===== src/rtl/fetch_queue.sv =====
// fetch_queue: variable-latency instruction fetch front end with a DEPTH-entry {pc, inst} queue; FETCH_PERF_EN adds perf counters.
// Latency: one request in flight; a response is visible on inst_valid the cycle after imem_rvalid.
// Backpressure: no request is issued while the queue is full; decode drains it through inst_valid/inst_ready.

// fq_fifo: generic flushable FIFO with a zero-latency head view and occupancy count.
// Latency: a pushed word is at the head the cycle after the push when the FIFO was empty.
// Backpressure: none internally; the caller must only push when count < DEPTH.
module fq_fifo #(
   parameter int W     = 64,
   parameter int DEPTH = 4
) (
   input  logic                   clk,
   input  logic                   rst,
   input  logic                   flush,
   input  logic                   push_vld,
   input  logic [W-1:0]           push_dat,
   input  logic                   pop_rdy,
   output logic                   head_vld,
   output logic [W-1:0]           head_dat,
   output logic [$clog2(DEPTH):0] count
);
   localparam int AW = $clog2(DEPTH);
   localparam int CW = AW + 1;

   logic [W-1:0]  mem [DEPTH];
   logic [AW-1:0] rd_ptr;
   logic [AW-1:0] wr_ptr;
   logic          pop;

   assign head_vld = (count != '0);
   assign pop      = pop_rdy && head_vld;
   // Empty head reads as zero so inst/inst_pc idle at 0.
   assign head_dat = head_vld ? mem[rd_ptr] : '0;

   always_ff @(posedge clk or negedge rst) begin
      if (!rst) begin
         rd_ptr <= '0;
         wr_ptr <= '0;
         count  <= '0;
      end else if (flush) begin
         rd_ptr <= '0;
         wr_ptr <= '0;
         count  <= '0;
      end else begin
         if (push_vld) wr_ptr <= wr_ptr + AW'(1);
         if (pop)      rd_ptr <= rd_ptr + AW'(1);
         count <= count + CW'(push_vld) - CW'(pop);
      end
   end

   always_ff @(posedge clk) begin
      if (push_vld && !flush) mem[wr_ptr] <= push_dat;
   end
endmodule

// fetch_queue: issues word fetches over req/gnt/rvalid and queues {pc, inst} for decode; redirect flushes.
// Latency: grant to next request is 2 cycles minimum; entry visible the cycle after imem_rvalid.
// Backpressure: imem_req drops while the queue is full; decode holds inst/inst_pc stable by deasserting inst_ready.
module fetch_queue #(
   parameter int          DEPTH    = 4,
   parameter logic [31:0] RESET_PC = 32'h0000_0000
) (
   input  logic        clk,
   input  logic        rst,
   input  logic        redirect,
   input  logic [31:0] redirect_pc,
   output logic        imem_req,
   output logic [31:0] imem_addr,
   input  logic        imem_gnt,
   input  logic        imem_rvalid,
   input  logic [31:0] imem_rdata,
   output logic        inst_valid,
   output logic [31:0] inst,
   output logic [31:0] inst_pc,
`ifdef FETCH_PERF_EN
   output logic [31:0] perf_fetched,
   output logic [15:0] perf_dropped,
`endif
   input  logic        inst_ready
);
   localparam int            CW   = $clog2(DEPTH) + 1;
   localparam logic [CW-1:0] FULL = CW'(DEPTH);

   typedef struct packed {
      logic [31:0] pc;
      logic [31:0] ins;
   } fq_entry_t;

   typedef enum logic [1:0] {
      ST_REQ,
      ST_WAIT,
      ST_DROP
   } state_t;

   state_t        state;
   state_t        state_nxt;
   logic [31:0]   fpc;
   logic [31:0]   fpc_nxt;
   logic [31:0]   req_pc;
   logic [CW-1:0] count;
   logic          grant;
   logic          push_vld;
   logic          pop_rdy;
   fq_entry_t     push_dat;
   fq_entry_t     head_dat;

   always_ff @(posedge clk or negedge rst) begin
      if (!rst) begin
         state  <= ST_REQ;
         fpc    <= RESET_PC;
         req_pc <= '0;
      end else begin
         state <= state_nxt;
         fpc   <= fpc_nxt;
         if (grant) req_pc <= fpc;
      end
   end

   always_comb begin
      state_nxt = state;
      fpc_nxt   = fpc;
      grant     = 1'b0;
      push_vld  = 1'b0;
      imem_req  = (state == ST_REQ) && (count < FULL);
      case (state)
         ST_REQ: begin
            // A grant alongside redirect still leaves a response in flight, which must be dropped.
            if (imem_req && imem_gnt) begin
               grant     = 1'b1;
               state_nxt = redirect ? ST_DROP : ST_WAIT;
            end
         end
         ST_WAIT: begin
            if (imem_rvalid) begin
               push_vld  = !redirect;
               state_nxt = ST_REQ;
            end else if (redirect) begin
               state_nxt = ST_DROP;
            end
         end
         ST_DROP: begin
            if (imem_rvalid) state_nxt = ST_REQ;
         end
         default: state_nxt = ST_REQ;
      endcase
      if (redirect)   fpc_nxt = redirect_pc & 32'hFFFF_FFFC;
      else if (grant) fpc_nxt = fpc + 32'd4;
   end

   assign imem_addr = fpc;
   assign push_dat  = '{pc: req_pc, ins: imem_rdata};
   assign pop_rdy   = inst_valid && inst_ready && !redirect;

   fq_fifo #(
      .W     ($bits(fq_entry_t)),
      .DEPTH (DEPTH)
   ) u_fifo (
      .clk      (clk),
      .rst      (rst),
      .flush    (redirect),
      .push_vld (push_vld),
      .push_dat (push_dat),
      .pop_rdy  (pop_rdy),
      .head_vld (inst_valid),
      .head_dat (head_dat),
      .count    (count)
   );

   assign inst    = head_dat.ins;
   assign inst_pc = head_dat.pc;

`ifdef FETCH_PERF_EN
   logic [CW:0]  drop_inc;
   logic [16:0]  drop_sum;

   always_comb begin
      drop_inc = '0;
      if (redirect) drop_inc = {1'b0, count};
      // A response discarded either as stale or by a same-cycle redirect.
      if (imem_rvalid && ((state == ST_DROP) || (state == ST_WAIT && redirect)))
         drop_inc = drop_inc + (CW+1)'(1);
      drop_sum = {1'b0, perf_dropped} + 17'(drop_inc);
   end

   always_ff @(posedge clk or negedge rst) begin
      if (!rst) begin
         perf_fetched <= '0;
         perf_dropped <= '0;
      end else begin
         perf_fetched <= perf_fetched + 32'(pop_rdy);
         perf_dropped <= drop_sum[16] ? 16'hFFFF : drop_sum[15:0];
      end
   end
`else
   // Build without performance counters.
`endif
endmodule


===== config.mk =====
export PLATFORM = sky130hd
export DESIGN_NAME = fetch_queue
export DESIGN_NICKNAME = d
export VERILOG_FILES = /design/src/rtl/fetch_queue.sv
export SDC_FILE = /design/constraint.sdc
export NUM_CORES = 1
export LEC_CHECK = 0
export ABC_AREA = 1
export ABC_CLOCK_PERIOD_IN_PS = 7950
export CORE_ASPECT_RATIO = 0.6
export CORE_MARGIN = 10
export CORE_UTILIZATION = 60
export DETAILED_ROUTE_END_ITERATION = 8
export PLACE_DENSITY_LB_ADDON = 0.05
export RECOVER_POWER = 25
export SYNTH_ARGS = -nofsm -noshare
export SYNTH_HDL_FRONTEND = slang
export SYNTH_HIERARCHICAL = 1
export SYNTH_SLANG_ARGS = --single-unit
export TNS_END_PERCENT = 30

===== constraint.sdc =====
create_clock -name clk -period 7.95 [get_ports clk]
set_input_delay 1.59 -clock clk [delete_from_list [all_inputs] [get_ports clk]]
set_output_delay 1.59 -clock clk [all_outputs]
set_load 0.1 [all_outputs]

# [Yosys cells after proc, flatten, opt, wreduce, memory -nomap -nowiden]
# Memory sizes are Yosys's and may differ from the RTL's.
# Cells that the tools add are included.
# Widths: inputs -> output; s select.
[classes] addsub=5 order_cmp=1 n_eq_ne=5 mux=20 reduce_logical=13
[ops] cell="$mux 32" n=2
[ops] cell="$mux 64" n=1
[ops] cell="$add 32x3->32 const B" n=1
[ops] cell="$mux 2" n=9
[ops] cell="$logic_and 1x1->1" n=6
[ops] cell="$mux 1" n=6
[ops] cell="$pmux 2 s3" n=1
[ops] cell="$reduce_bool 2->1" n=3
[ops] cell="$add 2x1->2 const B" n=2
[ops] cell="$add 3x1->3" n=1
[ops] cell="$lt 3x3->1 const B" n=1
[ops] cell="$mux 3" n=1
[ops] cell="$ne 3x3->1 const B" n=1
[ops] cell="$reduce_and 3->1" n=1
[ops] cell="$reduce_bool 3->1" n=1
[ops] cell="$sub 3x1->3" n=1
[ops] cell="$eq 2x1->1 const B" n=1
[ops] cell="$eq 2x2->1 const B" n=1
[ops] cell="$logic_not 2->1" n=1
[ops] cell="$ne 2x1->1 const B" n=1
[ops] cell="$ne 2x2->1 const B" n=1
[ops] cell="$logic_not 1->1" n=1
[word_totals] ff_bits=73 ramBits=256 in_bits=70 output_inout_bits=98 wordCells=51 n_memories=1
[memory_table] name="u_fifo.mem" depth=4 width=64 rd=1 rd_clocked_by_memory_dff=0 wr=1 line_no="25" text="logic [W-1:0] mem [DEPTH];"

# [Depth between registers and ports, before layout]
# Gate-level depths: netlist (run 1).
[logic_depth] ltp_word=7 depth_mapped=14 mapped_depth_nobuf=14

# [Cells and area by module]
# The synthesis (run 1) kept the hierarchy.
[by_module_without_submodules] module="fq_fifo" instances=1 cells_per_inst=1069 area_each_um2=11343.4 seq_area_each_um2=7862.5
[by_module_without_submodules] module="fetch_queue" instances=1 cells_per_inst=475 area_each_um2=3439.5 seq_area_each_um2=1551.5

# [Worst setup path after synthesis (run 1)]
# No wires, ideal clock.
[synth_path] kind="input to register" from="input port redirect" to="memory u_fifo.mem[0][0] (enable)" setup_ns=0.486 t_arrival_ns=5.144 t_required_ns=7.464 slack_ns=2.320 stages=5 path_buffers=2 path_cell_list="buf_2 -> buf_1 -> nor3_1 -> nand2_1 -> nor2_1"
[synth_between] elab_chain_cells=6
[synth_lines] element="from (decl)" line_no="65" text="input logic redirect,"
[synth_lines] element="$logic_not 1->1" line_no="135" text="push_vld = !redirect;"
[synth_lines] element="$mux 1" line_no="134" text="if (imem_rvalid) begin"
[synth_lines] element="$mux 1" line_no="125" text="case (state)"
[synth_lines] element="named net push_vld" line_no="102" text="logic push_vld;"
[synth_lines] element="$logic_and 1x1->1" line_no="52" text="if (push_vld && !flush) mem[wr_ptr] <= push_dat;"
[synth_lines] element="$mux 1" line_no="52"
[synth_lines] element="$mux 1 (not written as such)" line_no="52"
[synth_lines] element="to (decl)" line_no="25"
# The timed path passes the listed nets, and every way through them passes these cells.

# [Worst setup path in the final report (run 1)]
[layout_path] from="register u_fifo.rd_ptr[0]" to="output port inst_pc[5]"
[layout_between] elab_chain_cells=2
[layout_lines] element="from (decl)" line_no="26" text="logic [AW-1:0] rd_ptr;"
[layout_lines] element="from (signal assigned)" line_no="46" text="if (pop) rd_ptr <= rd_ptr + AW'(1);"
[layout_lines] element="$mem_v2 4x64"
[layout_lines] element="$mux 64" line_no="33" text="assign head_dat = head_vld ? mem[rd_ptr] : '0;"
[layout_lines] element="to (decl)" line_no="74" text="output logic [31:0] inst_pc,"
# Every way passes these cells.

==> key figures, run 1 <==
Status
  • Status: complete, no violations

Route
  • Remaining antenna violation count: 0
  • 1st-pass router iterations: 6
  • WL final: roughly 34,000 um
  • Residual DRC count: 0
  • Vias: around 10,000
  • Post-DR wirelength/cell: 16.8 um
  • Initial DRC count: ~810
  • Via/cell ratio: 5.11

Yosys
  • Most area-hungry cell type in the Yosys netlist: edfxtp_1
  • Yosys cell types: 31
  • Yosys top cell area share: 52.0%
  • Avg Cell Area, Syn: 9.57 um^2
  • Seq/Total Area, Yosys: 63.7%
  • Register bit count reported by yosys: 325
  • Yosys warns: 6
  • Post-Syn Area: ~15,000 um^2
  • Synth area leaders: edfxtp_1, dfrtp_1, nand2_1, inv_1, nand3_1
  • Mapped Cells: between 1,500 and 2,000

Clock tree
  • Reg clk slew, reported paths: roughly 0.070 ns
  • Hold buffers post-CTS: 0
  • Clock Sinks: around 330
  • Num CTS Buffers: 30
  • Post-CTS setup buffer count: 0
  • CTS Buffer Depth: 3
  • CTS tree: done
  • H-tree depth: 1
  • Post-CTS resize count: 0
  • Root buffer cell: clkbuf_16
  • Clk_lat worst skew: between 0.5 and 0.6 ns

Placement
  • Port Buffers: about 160
  • Routability cong.: between 0.9 and 1
  • Dpl hpwl: between 20,000 and 25,000 um

Hold path
  • HP Class: reg -> reg

Global routing
  • Vias in the first global route: around 10,000
  • Grt total ovfl: 0
  • Antenna violations before repair: 0
  • All-layer global routing usage: 21.2%
  • First-pass GRT wire length: roughly 54,000 um
  • Pin count of the biggest net entering global routing: between 90 and 100

Timing
  • Count of final max-slew check failures: 0
  • Slew headroom: ~28%
  • Ratio of final minimum period to clock period: a little over two thirds
  • Skew final: around 0.025 ns
  • Final min period: 5.55 ns
  • Worst slew pin tran: 1.08 ns
  • Unrepaired setup endpoints after global routing: no
  • Max frequency: ~180 MHz
  • Final setup violating endpoints: 0
  • Setup TNS: 0 ns
  • Final hold viol count: 0

Power and ir drop
  • Peak supply drop: a little under 200 uV
  • Net Sw Frac: 29.7%
  • Comb pwr share: 17.6%
  • Seq pwr share: between 40 and 50%
  • Leak: just under 0.008 uW
  • Power Density: around 270 nW/um^2
  • Sw Pwr: ~1400 uW
  • Clock group share of total power: ~37%
  • Design Power: 4770 uW
  • Internal power: approximately 3400 uW

Worst setup path
  • Crit path DAT: 3.96 ns
  • Worst setup SP type: flip-flop
  • CP Class: reg -> out
  • CP endpoint kind: output port
  • CP Max Fanout: 68
  • Worst path required time: 6.36 ns

Layout
  • Layout cells sized above 1: around 5.6%
  • Number of antenna diodes: 0
  • Filler cells: between 1,500 and 2,000
  • Area Overhead vs Synth: 20.6%
  • Final nets: 1,772

Floorplan
  • Starting Density: a little over 60%
  • Die height: around 140 um
  • Ports: 168
  • Die ar.: 31,500 um^2
  • Core Rows: 44
  • Core box area: between 20,000 and 25,000 um^2
  • Die width: approximately 220 um

Flow run
  • MaxCap Viol Count: 0
cell usage after synthesis (all sizes together):
library cell and count:
a21oi 66, and2 2, buf 52, clkbuf 13
conb 1, dfrtp 69, edfxtp 256, fa 1
ha 7, inv 331, nand2 440, nand3 175
nand3b 1, nand4 2, nor2 54, nor3 1
o211ai 5, o21ai 54, o21bai 4, o31ai 3
xnor2 1, xor2 6
worst paths after layout:
check                                      start                end  slack, ns  cells after the start
worst max-delay path            u_fifo/rd_ptr[0]         inst_pc[5]       2.40                      6
worst max register to register          state[1]  u_fifo/mem[0][40]       5.04                      6
worst min-delay path                   req_pc[5]  u_fifo/mem[0][37]       0.51                      0
worst min register to register         req_pc[5]  u_fifo/mem[0][37]       0.51                      0
max in group asynchronous                    rst   u_fifo/rd_ptr[0]       6.03                      2
min in group asynchronous                    rst      imem_addr[26]       1.23                      2
critical path, cell delays in order, from the launching register on:
cell and delay, ns:
dfrtp_4 0.65, inv_4 0.55, buf_4 0.70, nand2_1 0.14
nand3_1 0.12, a21oi_1 0.16, clkdlybuf4s50_1 1.05
metal layers:
| metal | share of wire, % | vias to the layer above | track usage, % | wire (um) |
|---|---|---|---|---|
| met5 | 0 | - | 0 | 0 |
| met4 | 1.5 | 0 | 4.07 | 502 |
| met3 | 7.1 | 37 | 4.25 | 2430 |
| met2 | 47 | 320 | 34.1 | 16100 |
| met1 | 44 | 4907 | 29.6 | 15200 |
| li1 | - | 5164 | - | - |
final cells by class:
cell class	count	area [um^2]	area share, %
clock buffer	37	892	5.00
clock inverter	19	357	2.00
inverter	331	1240	6.98
multi-input combinational	832	3800	21.3
sequential	325	9420	52.8
tap	322	403	2.26
timing repair buffer	174	1710	9.59
stage by stage:
stage	worst slack [ns]	hold slack [ns]	utilization (%)	instance area (um^2)	std cells
6_report	2.40	0.507	73.6	17800	2040
5_1_grt	2.20	0.540	73.6	17800	2040
4_1_cts	2.39	0.503	73.6	17800	2040
3_5_place_dp	3.04	0.503	68.4	16600	1984
3_3_place_gp	3.08	0.494	68.4	16600	1984
2_1_floorplan	2.32	0.476	-	14800	1553
cell families after synthesis:
logic type	after synthesis	synth area share, %
xor+xnor	7	0.415
simple gates	675	19.4
fa+ha+maj	8	0.728
flops	325	63.7
compound gates	132	4.67
buf+inv	396	11.0
other cells	1	0.0254
flip-flops by register name, summed over array words and instances (netlist names):
register and cells:
u_fifo/mem 256, u_fifo/wr_ptr 2, u_fifo/count 3, imem_addr 30
req_pc 30, state 2, u_fifo/rd_ptr 2
power groups by stage:
stage	combinational (uW)	sequential, uW	clock, uW
after global routing	893	2200	1840
final	839	2180	1750
after CTS	846	2180	1770
after detailed placement	840	2210	0
after floorplan	383	2390	0
after global placement	829	2210	0
placed cells by master (no fill, tap or decap), types with 10 or more instances in the layout:
cell type,n
a21oi_1,66
edfxtp_1,256
nor2_4,11
nand3_1,175
clkdlybuf4s50_1,145
nor2_1,38
bufinv_16,10
o21ai_0,53
dfrtp_1,67
inv_1,327
dlygate4sd3_1,17
buf_4,11
clkbuf_16,34
conb_1,10
nand2_1,433
(Power assumes the default switching activity.)
==> run 2: changes to the inputs <==
- ABC_CLOCK_PERIOD_IN_PS: 7950 -> 5320
- CORE_UTILIZATION: 60 -> 57
- clock period: 7.95 -> 5.32 ns (I/O delays scaled with it)
==> run 2 against run 1 <==
Against the previous run: hold slack improved by 0.022 ns; the flow now finishes with violations (capacitance limit, slew limit); register-to-register slack worse by 2.4 ns; core utilization is 4.6 points lower; critical path type unchanged; via count up 1.3%; final cell count up 1.9%; routed wire length grew 3.0%; sequential power is 50% higher; count of clock-buffer cells in the layout rose by 8; non-clock buffer count increased by 7; critical endpoint is now inst_pc[1]; total power grew 38%.
==> key figures, run 2 (same netlist as run 1, synthesis figures left out) <==
Placement
  • Port Buffers: 163 (unchanged)
  • Routability cong.: 0.912 (-3.8%)
  • Placed Cells: 2,021 (+1.9%)
  • Dpl ws: 1.52 ns (-1.52 ns)
  • Dpl hpwl: 22,500 um (+8.5%)

Timing
  • Unrepaired setup endpoints after global routing: no
  • Ratio of final minimum period to clock period: 78.7%
  • Setup TNS: 0 ns (unchanged)
  • Final setup violating endpoints: 0 (unchanged)
  • Final hold viol count: 0 (unchanged)
  • Skew final: 0.00852 ns (-0.0163 ns)
  • Max frequency: approximately 240 MHz
  • Count of final max-slew check failures: 33 (+33)
  • Final min period: ~4.2 ns
  • Slew headroom: -28.8% (-57 points)
  • Setup WS post-layout: 1.13 ns (-1.26 ns)
  • Worst slew pin tran: 1.93 ns (+0.852 ns)
  • Worst hold slack: 0.529 ns (+0.0217 ns)

Status
  • Status: finished with violations
  • Violated checks: capacitance limit, slew limit

Layout
  • Register Area: 9420 um^2 (unchanged)
  • Area Overhead vs Synth: 18.5%
  • Layout cells sized above 1: 8.93% (+3.3 points)
  • Footprint of the multi-input gates: 3800 um^2 (unchanged)
  • Final Non-Filler Cells: 2,078 (+1.9%)
  • Filler cells: 1,963 (+13%)
  • Final nets: 1,779 (+0.40%)
  • Commonest non-fill, non-tap cell in the layout: nand2_1
  • Register bank with the most flops: u_fifo/mem
  • Most frequent cells in the layout: nand2_1, inv_1, edfxtp_1
  • Largest register FFs: 256 (unchanged)

Route
  • Vias: 10,600 (+1.3%)
  • Post-DR wirelength/cell: 16.9 um (+1.1%)
  • Initial DRC count: 988 (+22%)
  • 1st-pass router iterations: 5 (-1)
  • WL final: 35,200 um (+3.0%)
  • Via/cell ratio: 5.08 (-0.56%)
  • Residual DRC count: 0 (unchanged)
  • Remaining antenna violation count: 0 (unchanged)

Flow run
  • MaxCap Viol Count: 1 (+1)

Power and ir drop
  • Internal power: 4490 uW (+34%)
  • Peak supply drop: 320 uV (+62%)
  • Sw Pwr: 2090 uW (+48%)
  • Power Density: 376 nW/um^2 (+41%)
  • Leak: 0.00780 uW (+0.31%)
  • Clock group share of total power: 31.3% (-5.4 points)
  • Net Sw Frac: 31.7% (+2.1 points)
  • Comb pwr share: 19.0% (+1.4 points)
  • Seq pwr share: 49.7% (+4.0 points)
  • Design Power: 6580 uW (+38%)

Global routing
  • Pin count of the biggest net entering global routing: 112 (+13%)
  • Vias in the first global route: 10,300 (+3.7%)
  • Grt total ovfl: 0 (unchanged)
  • Antenna violations before repair: 2 (+2)
  • First-pass GRT wire length: 55,600 um (+3.6%)
  • All-layer global routing usage: 21.1% (-0.13 points)

Worst setup path
  • Worst setup SP type: flip-flop
  • CP Class: reg -> out
  • Reg2Reg Setup Slack: 2.60 ns (-2.44 ns)
  • CP Max Fanout: 111 (+63%)
  • Crit path DAT: 3.12 ns (-0.84 ns)
  • CP endpoint kind: output port
  • R2R depth: 6 (unchanged)
  • Worst path required time: 4.26 ns (-2.10 ns)
  • FF-to-FF Start: state[1]
  • RR Endpoint: u_fifo/mem[2][29]

Clock tree
  • Post-CTS resize count: 0 (unchanged)
  • Num CTS Buffers: 30 (unchanged)
  • Hold buffers post-CTS: 0 (unchanged)
  • CTS Buffer Depth: 3 (unchanged)
  • Reg clk slew, reported paths: 0.06 ns (about the same)
  • Clock Sinks: 325 (unchanged)
  • Clk_lat worst skew: 0.55 ns (about the same)
  • H-tree depth: 1 (unchanged)
  • Root buffer cell: clkbuf_16
  • Post-CTS setup buffer count: 0 (unchanged)
  • CTS tree: done

Floorplan
  • Die height: 145 um (+2.2%)
  • Die ar.: 33,000 um^2 (+4.6%)
  • Starting Density: 58.2% (-2.8 points)
  • Core box area: 25,400 um^2 (+4.8%)
  • Die width: 228 um (+2.4%)
  • Ports: 168 (unchanged)
  • Core Rows: 45 (+2.3%)

Hold path
  • HP Class: reg -> reg
  • Worst hold endpoint: u_fifo/mem[0][62]
  • Hold Path Depth: 0 (unchanged)
  • Hold_sp: req_pc[30]
-- run 2: stage by stage --
stage                     utilization (%)  instance area [um^2]
after detailed placement             65.3                 16600
final                                69.0                 17500
after global routing                 69.0                 17500
after global placement               65.3                 16600
after CTS                            69.0                 17500
after floorplan                         -                 14800
-- run 2: worst max path at each step --
stage	start	end	cells after the start
after floorplan	redirect	u_fifo/mem[0][0]	5
after global placement	imem_rvalid	u_fifo/mem[2][45]	6
after detailed placement	imem_rvalid	u_fifo/mem[2][45]	6
after CTS	u_fifo/rd_ptr[0]	inst_pc[13]	6
after global routing	u_fifo/rd_ptr[0]	inst_pc[4]	6
final	u_fifo/rd_ptr[0]	inst_pc[1]	6
-- run 2: worst max-delay path, stage by stage (launching register included) --
cell,delay (ns)
dfrtp_4,0.65
inv_4,0.86
buf_4,0.41
nand2_1,0.08
nand3_1,0.08
a21oi_1,0.10
buf_4,0.25
-- run 2: cell type report --
cell class / instances / area share, %
Sequential cell: 325 / 53.8
Multi-Input combinational cell: 832 / 21.7
Timing Repair Buffer: 181 / 9.49
Inverter: 331 / 7.12
Clock buffer: 45 / 4.90
Tap cell: 352 / 2.51
Clock inverter: 10 / 0.471
Antenna cell: 2 / 0.0286
-- run 2: layer usage --
| metal | track usage (%) | vias to the layer above | share of wire [%] |
|---|---|---|---|
| met5 | 0 | - | 0 |
| met4 | 3.84 | 0 | 1.4 |
| met3 | 3.73 | 38 | 6.0 |
| met2 | 34.7 | 299 | 47 |
| met1 | 29.3 | 5044 | 46 |
| li1 | - | 5182 | - |
-- run 2: power groups by stage --
stage / combinational [uW] / sequential, uW / clock, uW
after floorplan: 572 / 3570 / 0
after global placement: 1240 / 3310 / 0
after detailed placement: 1250 / 3320 / 0
after CTS: 1260 / 3270 / 2100
after global routing: 1340 / 3300 / 2210
final: 1250 / 3270 / 2060
